--- src/rtl/mem_port_arb.sv ---
// Two-requester arbiter in front of one 24/48-bit memory port, with read-response routing
// and bound checking. Optional starvation guard for R1 is enabled by defining MEM_ARB_STARVE_EN.
module mem_port_arb #(
    parameter int unsigned RR_EN_DEFAULT = 0,
    parameter int unsigned STARVE_MAX    = 15,
    parameter int unsigned ADDR_WORDS    = 4096
) (
    input  logic             iw_clk,
    input  logic             iw_rst,
    input  logic [1:0]       iw_rq_valid,
    output logic [1:0]       ow_rq_ready,
    input  logic [1:0]       iw_rq_we,
    input  logic [1:0][47:0] iw_rq_addr,
    input  logic [1:0][47:0] iw_rq_wdata,
    input  logic [1:0]       iw_rq_is48,
    output logic [1:0]       or_rs_valid,
    output logic [1:0][47:0] ow_rs_rdata,
    output logic [1:0]       or_rs_err,
    output logic             ow_mem_we,
    output logic [47:0]      ow_mem_addr,
    output logic [47:0]      ow_mem_wdata,
    output logic             ow_mem_is48,
    input  logic [47:0]      iw_mem_rdata
);

    localparam logic [47:0] AddrLimit = 48'(ADDR_WORDS);
    localparam logic [47:0] LastWord  = 48'(ADDR_WORDS - 1);

    logic [1:0] gnt;
    logic       conflict;
    logic       sel;
    logic       granted;
    logic       in_range;
    logic       starve_force;

    logic       rd_vld_q, rd_vld_d;
    logic       rd_own_q, rd_own_d;
    logic       rd_is48_q, rd_is48_d;
    logic [1:0] err_q, err_d;
    logic       rr_q, rr_d;

    assign conflict = iw_rq_valid[0] & iw_rq_valid[1];

    // rr_q names the side that wins the next conflict; it is ignored in fixed-priority mode.
    always_comb begin
        gnt = 2'b00;
        if (!iw_rst) begin
            if (conflict) begin
                if (starve_force) begin
                    gnt = 2'b10;
                end else if (RR_EN_DEFAULT != 0 && rr_q) begin
                    gnt = 2'b10;
                end else begin
                    gnt = 2'b01;
                end
            end else begin
                gnt = iw_rq_valid;
            end
        end
    end

    assign granted     = |gnt;
    assign sel         = gnt[1];
    assign ow_rq_ready = gnt;

    assign in_range = !((iw_rq_addr[sel] >= AddrLimit) ||
                        (iw_rq_is48[sel] && (iw_rq_addr[sel] == LastWord)));

    assign ow_mem_addr  = iw_rq_addr[sel];
    assign ow_mem_wdata = iw_rq_wdata[sel];
    assign ow_mem_we    = granted & iw_rq_we[sel] & in_range;
    assign ow_mem_is48  = granted & iw_rq_is48[sel];

    always_comb begin
        rd_vld_d  = granted & ~iw_rq_we[sel] & in_range;
        rd_own_d  = sel;
        rd_is48_d = iw_rq_is48[sel];
        err_d     = (granted && !in_range) ? gnt : 2'b00;
        rr_d      = (conflict && granted) ? ~sel : rr_q;
    end

    always_ff @(posedge iw_clk) begin
        if (iw_rst) begin
            rd_vld_q  <= 1'b0;
            rd_own_q  <= 1'b0;
            rd_is48_q <= 1'b0;
            err_q     <= 2'b00;
            rr_q      <= 1'b0;
        end else begin
            rd_vld_q  <= rd_vld_d;
            rd_own_q  <= rd_own_d;
            rd_is48_q <= rd_is48_d;
            err_q     <= err_d;
            rr_q      <= rr_d;
        end
    end

`ifdef MEM_ARB_STARVE_EN
    localparam logic [3:0] StarveMax = 4'(STARVE_MAX);

    logic [3:0] starve_cnt_q, starve_cnt_d;
    logic       starve_q, starve_d;

    // Once the count has sat at the threshold for a denied cycle, R1 takes the next conflict.
    always_comb begin
        starve_cnt_d = starve_cnt_q;
        starve_d     = starve_q;
        if (!iw_rq_valid[1] || gnt[1]) begin
            starve_cnt_d = 4'd0;
            starve_d     = 1'b0;
        end else if (starve_cnt_q == StarveMax) begin
            starve_d = 1'b1;
        end else begin
            starve_cnt_d = starve_cnt_q + 4'd1;
        end
    end

    always_ff @(posedge iw_clk) begin
        if (iw_rst) begin
            starve_cnt_q <= 4'd0;
            starve_q     <= 1'b0;
        end else begin
            starve_cnt_q <= starve_cnt_d;
            starve_q     <= starve_d;
        end
    end

    assign starve_force = starve_q;
`else
    assign starve_force = 1'b0;
`endif

    // Responses are masked while reset is asserted so an in-flight read is dropped at once.
    logic [47:0] rd_data;
    assign rd_data = rd_is48_q ? iw_mem_rdata : {24'd0, iw_mem_rdata[23:0]};

    always_comb begin
        or_rs_valid = 2'b00;
        if (rd_vld_q && !iw_rst) begin
            or_rs_valid = rd_own_q ? 2'b10 : 2'b01;
        end
        ow_rs_rdata[0] = or_rs_valid[0] ? rd_data : 48'd0;
        ow_rs_rdata[1] = or_rs_valid[1] ? rd_data : 48'd0;
        or_rs_err      = iw_rst ? 2'b00 : err_q;
    end

endmodule

--- config.mk ---
export PLATFORM = sky130hd
export DESIGN_NAME = mem_port_arb
export DESIGN_NICKNAME = d
export VERILOG_FILES = /design/src/rtl/mem_port_arb.sv
export SDC_FILE = /design/constraint.sdc
export NUM_CORES = 1
export LEC_CHECK = 0
export ABC_AREA = 1
export CAP_MARGIN = 10
export CELL_PAD_IN_SITES_DETAIL_PLACEMENT = 1
export CELL_PAD_IN_SITES_GLOBAL_PLACEMENT = 1
export CORE_AREA = 4 4 173 175
export CTS_BUF_LIST = sky130_fd_sc_hd__clkbuf_2 sky130_fd_sc_hd__clkbuf_4 sky130_fd_sc_hd__clkbuf_8
export DETAILED_ROUTE_END_ITERATION = 7
export DIE_AREA = 0 0 177 179
export GPL_ROUTABILITY_DRIVEN = 0
export HOLD_SLACK_MARGIN = 0.15
export PLACE_DENSITY = 0.83
export SYNTH_ARGS = -nofsm -noshare
export SYNTH_HDL_FRONTEND = slang
export SYNTH_SLANG_ARGS = --single-unit
--- constraint.sdc ---
create_clock -name iw_clk -period 3 [get_ports iw_clk]
set_clock_uncertainty 0.2 [all_clocks]
set_input_delay 0.6 -clock iw_clk [delete_from_list [all_inputs] [get_ports iw_clk]]
set_output_delay 0.6 -clock iw_clk [all_outputs]
set_load 0.02 [all_outputs]
==> flow_summary.json, run 1 <==
{
  "layout_common_cells": "clkdlybuf4s50_1 (304), nand2_1 (236), dlygate4sd2_1 (122), inv_1 (108), buf_4 (72)",
  "final_common_cell": "clkdlybuf4s50_1",
  "vias_per_cell": 3.76,
  "min_period_ps": 3130,
  "grt_setup_unrepaired": "true",
  "layout_setup_ws_ps": -126,
  "slew_viol_final": 0,
  "antenna_found_initial": 0,
  "area_delta_synth_final_pct": 215,
  "syn-instance-count": 603,
  "post_synth_main_area_contributors": "nand2_1 (36%), inv_1 (15%), nor2_1 (12%)",
  "critical_path.cell_chain": "buf_4 > nor2_4 > nand2_8 > buf_6 > buf_6 > o21ai_4 > nand2_2 > nor2_4 > nand3_2 > nor2_2 > nand3_2 > nor2_4 > buf_6",
  "cts_hold_buffers": 0,
  "die_area_mm2": 0.0317,
  "crit_required_ps": 2200,
  "max_stage_delay_ps": 170,
  "synthesis.nets": 851,
  "die_w_um": 177,
  "arrival_ps": 2330,
  "cellPowerDensity_mw_per_mm2": 145,
  "synth_top_cell_area_share": 0.364,
  "post_drt_wl_per_cell_um": 16.5,
  "critPathCaptureType": "output pin",
  "gr-total-overflow": 0,
  "yosysSeqAreaShare": 0.0378,
  "fin_tns_setup_ps": -126,
  "cts_tree": "done",
  "fin_hold_ws_ps": 493,
  "numCtsBuffers": 3,
  "clock-sinks": 5,
  "synth-seq-cells": 5,
  "wl_um": 24500,
  "cp_max_fo": 7,
  "ios": 448,
  "dp_hpwl_um": 21200,
  "drive_gt1_frac": 0.155,
  "grt_pass1_wl_um": 33500,
  "grt_max_degree": 49,
  "tightest_slew_ps": 477,
  "finalPower_w": 0.00121,
  "cts.path.max_buffers": 2,
  "finalNetCount": 1346,
  "num_vias": 5567,
  "timing.max_cap.violations": 0,
  "io_buffers": 447,
  "violations": "setup timing",
  "netlist_area_mm2": 0.00265,
  "start_kind": "input pin",
  "drt_iter0_markers": 87,
  "yosysWarnings": 0,
  "cts-root-buf": "clkbuf_8",
  "fmax_mhz": 320,
  "grt_pass1_vias": 5852,
  "outcome": "complete, but fails checks",
  "criticalPathCategory": "in2out",
  "drt-pass1-iter-count": 4,
  "cp_slowest_cell": "nor2_4",
  "row_count": 62,
  "remaining_drc_errors": 0,
  "post-synth-top-area-cell": "nand2_1",
  "core_mm2": 0.0285,
  "relSlewSlack": 0.682,
  "ant_nets": 0,
  "min_path_type": "in2reg",
  "syn_area_per_cell_um2": 4.39,
  "ir_drop_mv": 0.0872,
  "crit_family": "simple AND/OR/NAND/NOR gates",
  "grt_use_total": 0.134,
  "ys_types": 23,
  "die_y_um": 179,
  "leakage_nw": 4.25,
  "antennaDiodeCount": 0,
  "clk_pin_slew_ps": 30,
  "period_share": 1.04,
  "path_buf_inv": 4,
  "cts_max_level": 1,
  "final_hold_viol_count": 0,
  "start_util": 0.0931,
  "setup_viol": 1
}
## per-stage QoR
step | utilization | cell area (um2) | std cells | setup slack (ps)
2_1_floorplan | - | 2650 | 603 | 184
3_3_place_gp | 0.282 | 8040 | 1464 | -854
3_5_place_dp | 0.282 | 8040 | 1464 | -847
4_1_cts | 0.284 | 8080 | 1474 | -238
5_1_grt | 0.293 | 8350 | 1481 | -192
6_report | 0.293 | 8350 | 1481 | -126
## where the power goes
part           switching [W]  internal (W)
Sequential       0.000000923     0.0000696
Combinational       0.000469      0.000541
Clock              0.0000315      0.000100
## layer usage
layer  track usage  vias up  share of wire
li1              -     2759              -
met1         0.147     2495           0.37
met2         0.259      286           0.51
met3        0.0375       27          0.089
met4        0.0268        0          0.025
met5             0        -              0
## flip-flops by register name (all words and copies together) (netlist names)
register and flops:
err_q 2, rd_vld_q 1, rd_own_q 1, rd_is48_q 1
## synthesized netlist by cell type
library cell,n
nor2_2,2
inv_2,1
buf_4,5
or2_2,1
buf_8,1
dfxtp_1,5
o21ai_0,1
inv_1,108
nand3_1,20
nand2_4,1
nand4_1,1
nor2_4,1
nand2_1,257
nor3_1,49
nand3_2,9
buf_1,5
nand3b_1,14
buf_2,7
o21ai_1,8
nor2_1,83
nand2_2,2
buf_6,4
clkbuf_1,18
## final timing paths
check                     startpoint                   end  slack (ps)  depth (start not counted)
worst max-delay path  iw_rq_valid[0]             ow_mem_we        -130                         13
worst min-delay path          iw_rst  rd_is48_q$_SDFF_PP0_         490                          3
## tightest hold or removal path, cell delays in order
cell and delay [ps]:
buf_6 90, buf_4 130, nor2_1 50
## cell families (layout without fill, tap and decap cells)
group                  count (synthesis)  after routing  share of synthesized area
AND/OR/NAND/NOR                      440            440                      0.708
flip-flops                             5              5                     0.0378
AO/OA/AOI/OAI                          9              9                     0.0170
buffers and inverters                149            643                      0.237
## area by class of cell
class	instances	area [um2]
Tap cell	384	480
Timing Repair Buffer	530	5190
Fill cell	3650	20100
Inverter	109	409
Multi-Input combinational cell	449	2120
Sequential cell	5	100
Clock buffer	4	48.8
## what timing repair did
item                                    4_1_cts  5_1_grt
buffers inserted                              5        5
endpoints found under the setup margin      189       44
resized for setup                           155       54
pin swaps                                    13       22
gates cloned                                  1        3
(Power assumes the default switching activity.)
==> inputs of run 2 (changes only) <==
clock period = 3.6 ns   (was 3 ns; I/O delays follow)
==> run 2 against run 1 <==
  * The flow now finishes without violations
  * Sequential power down 17%
  * Via count fell by 1.6%
  * Final cell count fell by 1.1%
  * First-iteration DRC count is 13% higher
  * Count of clock-buffer cells in the layout unchanged
  * Final area down 2.8%
  * Non-clock buffer count down 16
  * Flip-flop and latch count stayed put
  * Worst setup slack improved by 290 ps
  * Critical path type unchanged
  * Critical endpoint unchanged
  * Largest power group unchanged
==> flow_summary.json, run 2 (synthesis results as in run 1) <==
{
  "num_vias": 5480,
  "whs_endpoint": "rd_is48_q$_SDFF_PP0_",
  "leakage_nw": 3.78,
  "timing.max_cap.violations": 0,
  "fill_cells": 3580,
  "fmax_mhz": 291,
  "die_area_mm2": 0.0317,
  "period_share": 0.954,
  "cts_tree": "done",
  "drt_iter0_markers": 98,
  "arrival_ps": 2510,
  "ant_nets": 0,
  "finalNetCount": 1330,
  "core_mm2": 0.0285,
  "final_common_cell": "clkdlybuf4s50_1",
  "remaining_drc_errors": 0,
  "start_kind": "input pin",
  "cts_max_level": 1,
  "layout_setup_ws_ps": 166,
  "min_path_type": "in2reg",
  "dp_cells": 1460,
  "final_hold_viol_count": 0,
  "crit_required_ps": 2680,
  "tightest_slew_ps": 466,
  "critical_path.cell_chain": "clkbuf_2 > nor2_4 > buf_4 > buf_12 > buf_6 > nand3_2 > nand2_1 > nor2_1 > nand2_1 > nor2_2 > nand2_1 > nor2_2 > nand3_2 > nor2_4 > buf_6",
  "min_period_ps": 3430,
  "drt-pass1-iter-count": 4,
  "relSlewSlack": 0.690,
  "cts-root-buf": "clkbuf_8",
  "cp_slowest_cell": "nor2_1",
  "outcome": "finished clean",
  "cp_max_fo": 27,
  "critPathCaptureType": "output pin",
  "hold_depth": 3,
  "die_w_um": 177,
  "gr-total-overflow": 0,
  "vias_per_cell": 3.74,
  "placedInstanceArea_mm2": 0.00801,
  "design_area_mm2": 0.00811,
  "grt_setup_unrepaired": "false",
  "holdCritStartpoint": "iw_rst",
  "numCtsBuffers": 3,
  "criticalPathCategory": "in2out",
  "cellPowerDensity_mw_per_mm2": 125,
  "crit_path_frequent_cell": "nand2_1",
  "largest_reg_flops": 2,
  "grt_pass1_wl_um": 32400,
  "ios": 448,
  "post_drt_wl_per_cell_um": 15.9,
  "drive_gt1_frac": 0.109,
  "clk_pin_slew_ps": 30,
  "wl_um": 23300,
  "dp_slack_ps": -501,
  "cts_hold_buffers": 0,
  "fin_hold_ws_ps": 675,
  "dp_hpwl_um": 21000,
  "setup_viol": 0,
  "grt_use_total": 0.130,
  "area_delta_synth_final_pct": 206,
  "start_util": 0.0931,
  "clock-sinks": 5,
  "row_count": 62,
  "ir_drop_mv": 0.0672,
  "stdcell_count": 1465,
  "slew_viol_final": 0,
  "antennaDiodeCount": 0,
  "max_stage_delay_ps": 170,
  "die_y_um": 179,
  "largest-register": "err_q",
  "grt_max_degree": 49,
  "antenna_found_initial": 0,
  "io_buffers": 447,
  "fin_tns_setup_ps": 0,
  "layout_common_cells": "clkdlybuf4s50_1 (428), nand2_1 (257), inv_1 (108), nor2_1 (78), buf_4 (67)",
  "cts.path.max_buffers": 2,
  "grt_pass1_vias": 5765
}
[run 2: layout make-up]
| type | instances | area (um2) | share of cell area |
|---|---|---|---|
| Multi-Input combinational cell | 449 | 1970 | 0.243 |
| Tap cell | 384 | 480 | 0.0593 |
| Clock buffer | 4 | 48.8 | 0.00602 |
| Timing Repair Buffer | 514 | 5100 | 0.628 |
| Sequential cell | 5 | 100 | 0.0123 |
| Inverter | 109 | 409 | 0.0505 |
[run 2: worst max-delay path by stage]
stage                   start               to
2_1_floorplan          iw_rst  ow_rs_rdata[10]
3_3_place_gp           iw_rst        ow_mem_we
3_5_place_dp           iw_rst        ow_mem_we
4_1_cts        iw_rq_valid[0]        ow_mem_we
5_1_grt                iw_rst        ow_mem_we
6_report               iw_rst        ow_mem_we
[run 2: per-layer routing]
layer	share of wire	track usage
met1	0.37	0.140
met2	0.52	0.251
met3	0.091	0.0358
met4	0.024	0.0319
met5	0	0
[run 2: through the flow]
stage                     utilization  power [W]
after floorplan                     -   0.000348
after global placement          0.281   0.000893
after detailed placement        0.281   0.000908
after CTS                       0.285    0.00103
after global routing            0.285    0.00108
final                           0.285    0.00101
[run 2: report_power, final]
group          switching (W)   total, W  leakage [nW]  internal (W)
registers        0.000000700  0.0000587        0.0412     0.0000580
logic               0.000372   0.000847          3.71      0.000476
clock network      0.0000250   0.000108        0.0262     0.0000833
[run 2: worst max-delay path, delay by kind of cell]
| kind | cells | cell delay (ps) |
|---|---|---|
| buf+inv | 5 | 710 |
| simple gates | 10 | 1070 |
[run 2: repair_timing]
action / CTS / global route
endpoints found under the setup margin: 104 / 19
hold endpoints to repair: 0 / 0
resized for setup: 15 / 10
pin swaps: 1 / 9
setup buffers: 1 / 0
==> inputs of run 3 (changes only) <==
CTS_CLUSTER_DIAMETER = 50   (was default)
HOLD_SLACK_MARGIN = 0.08   (was 0.15)
==> results of run 3 <==
The final DEF is identical to that of run 2; final timing and power are the same.
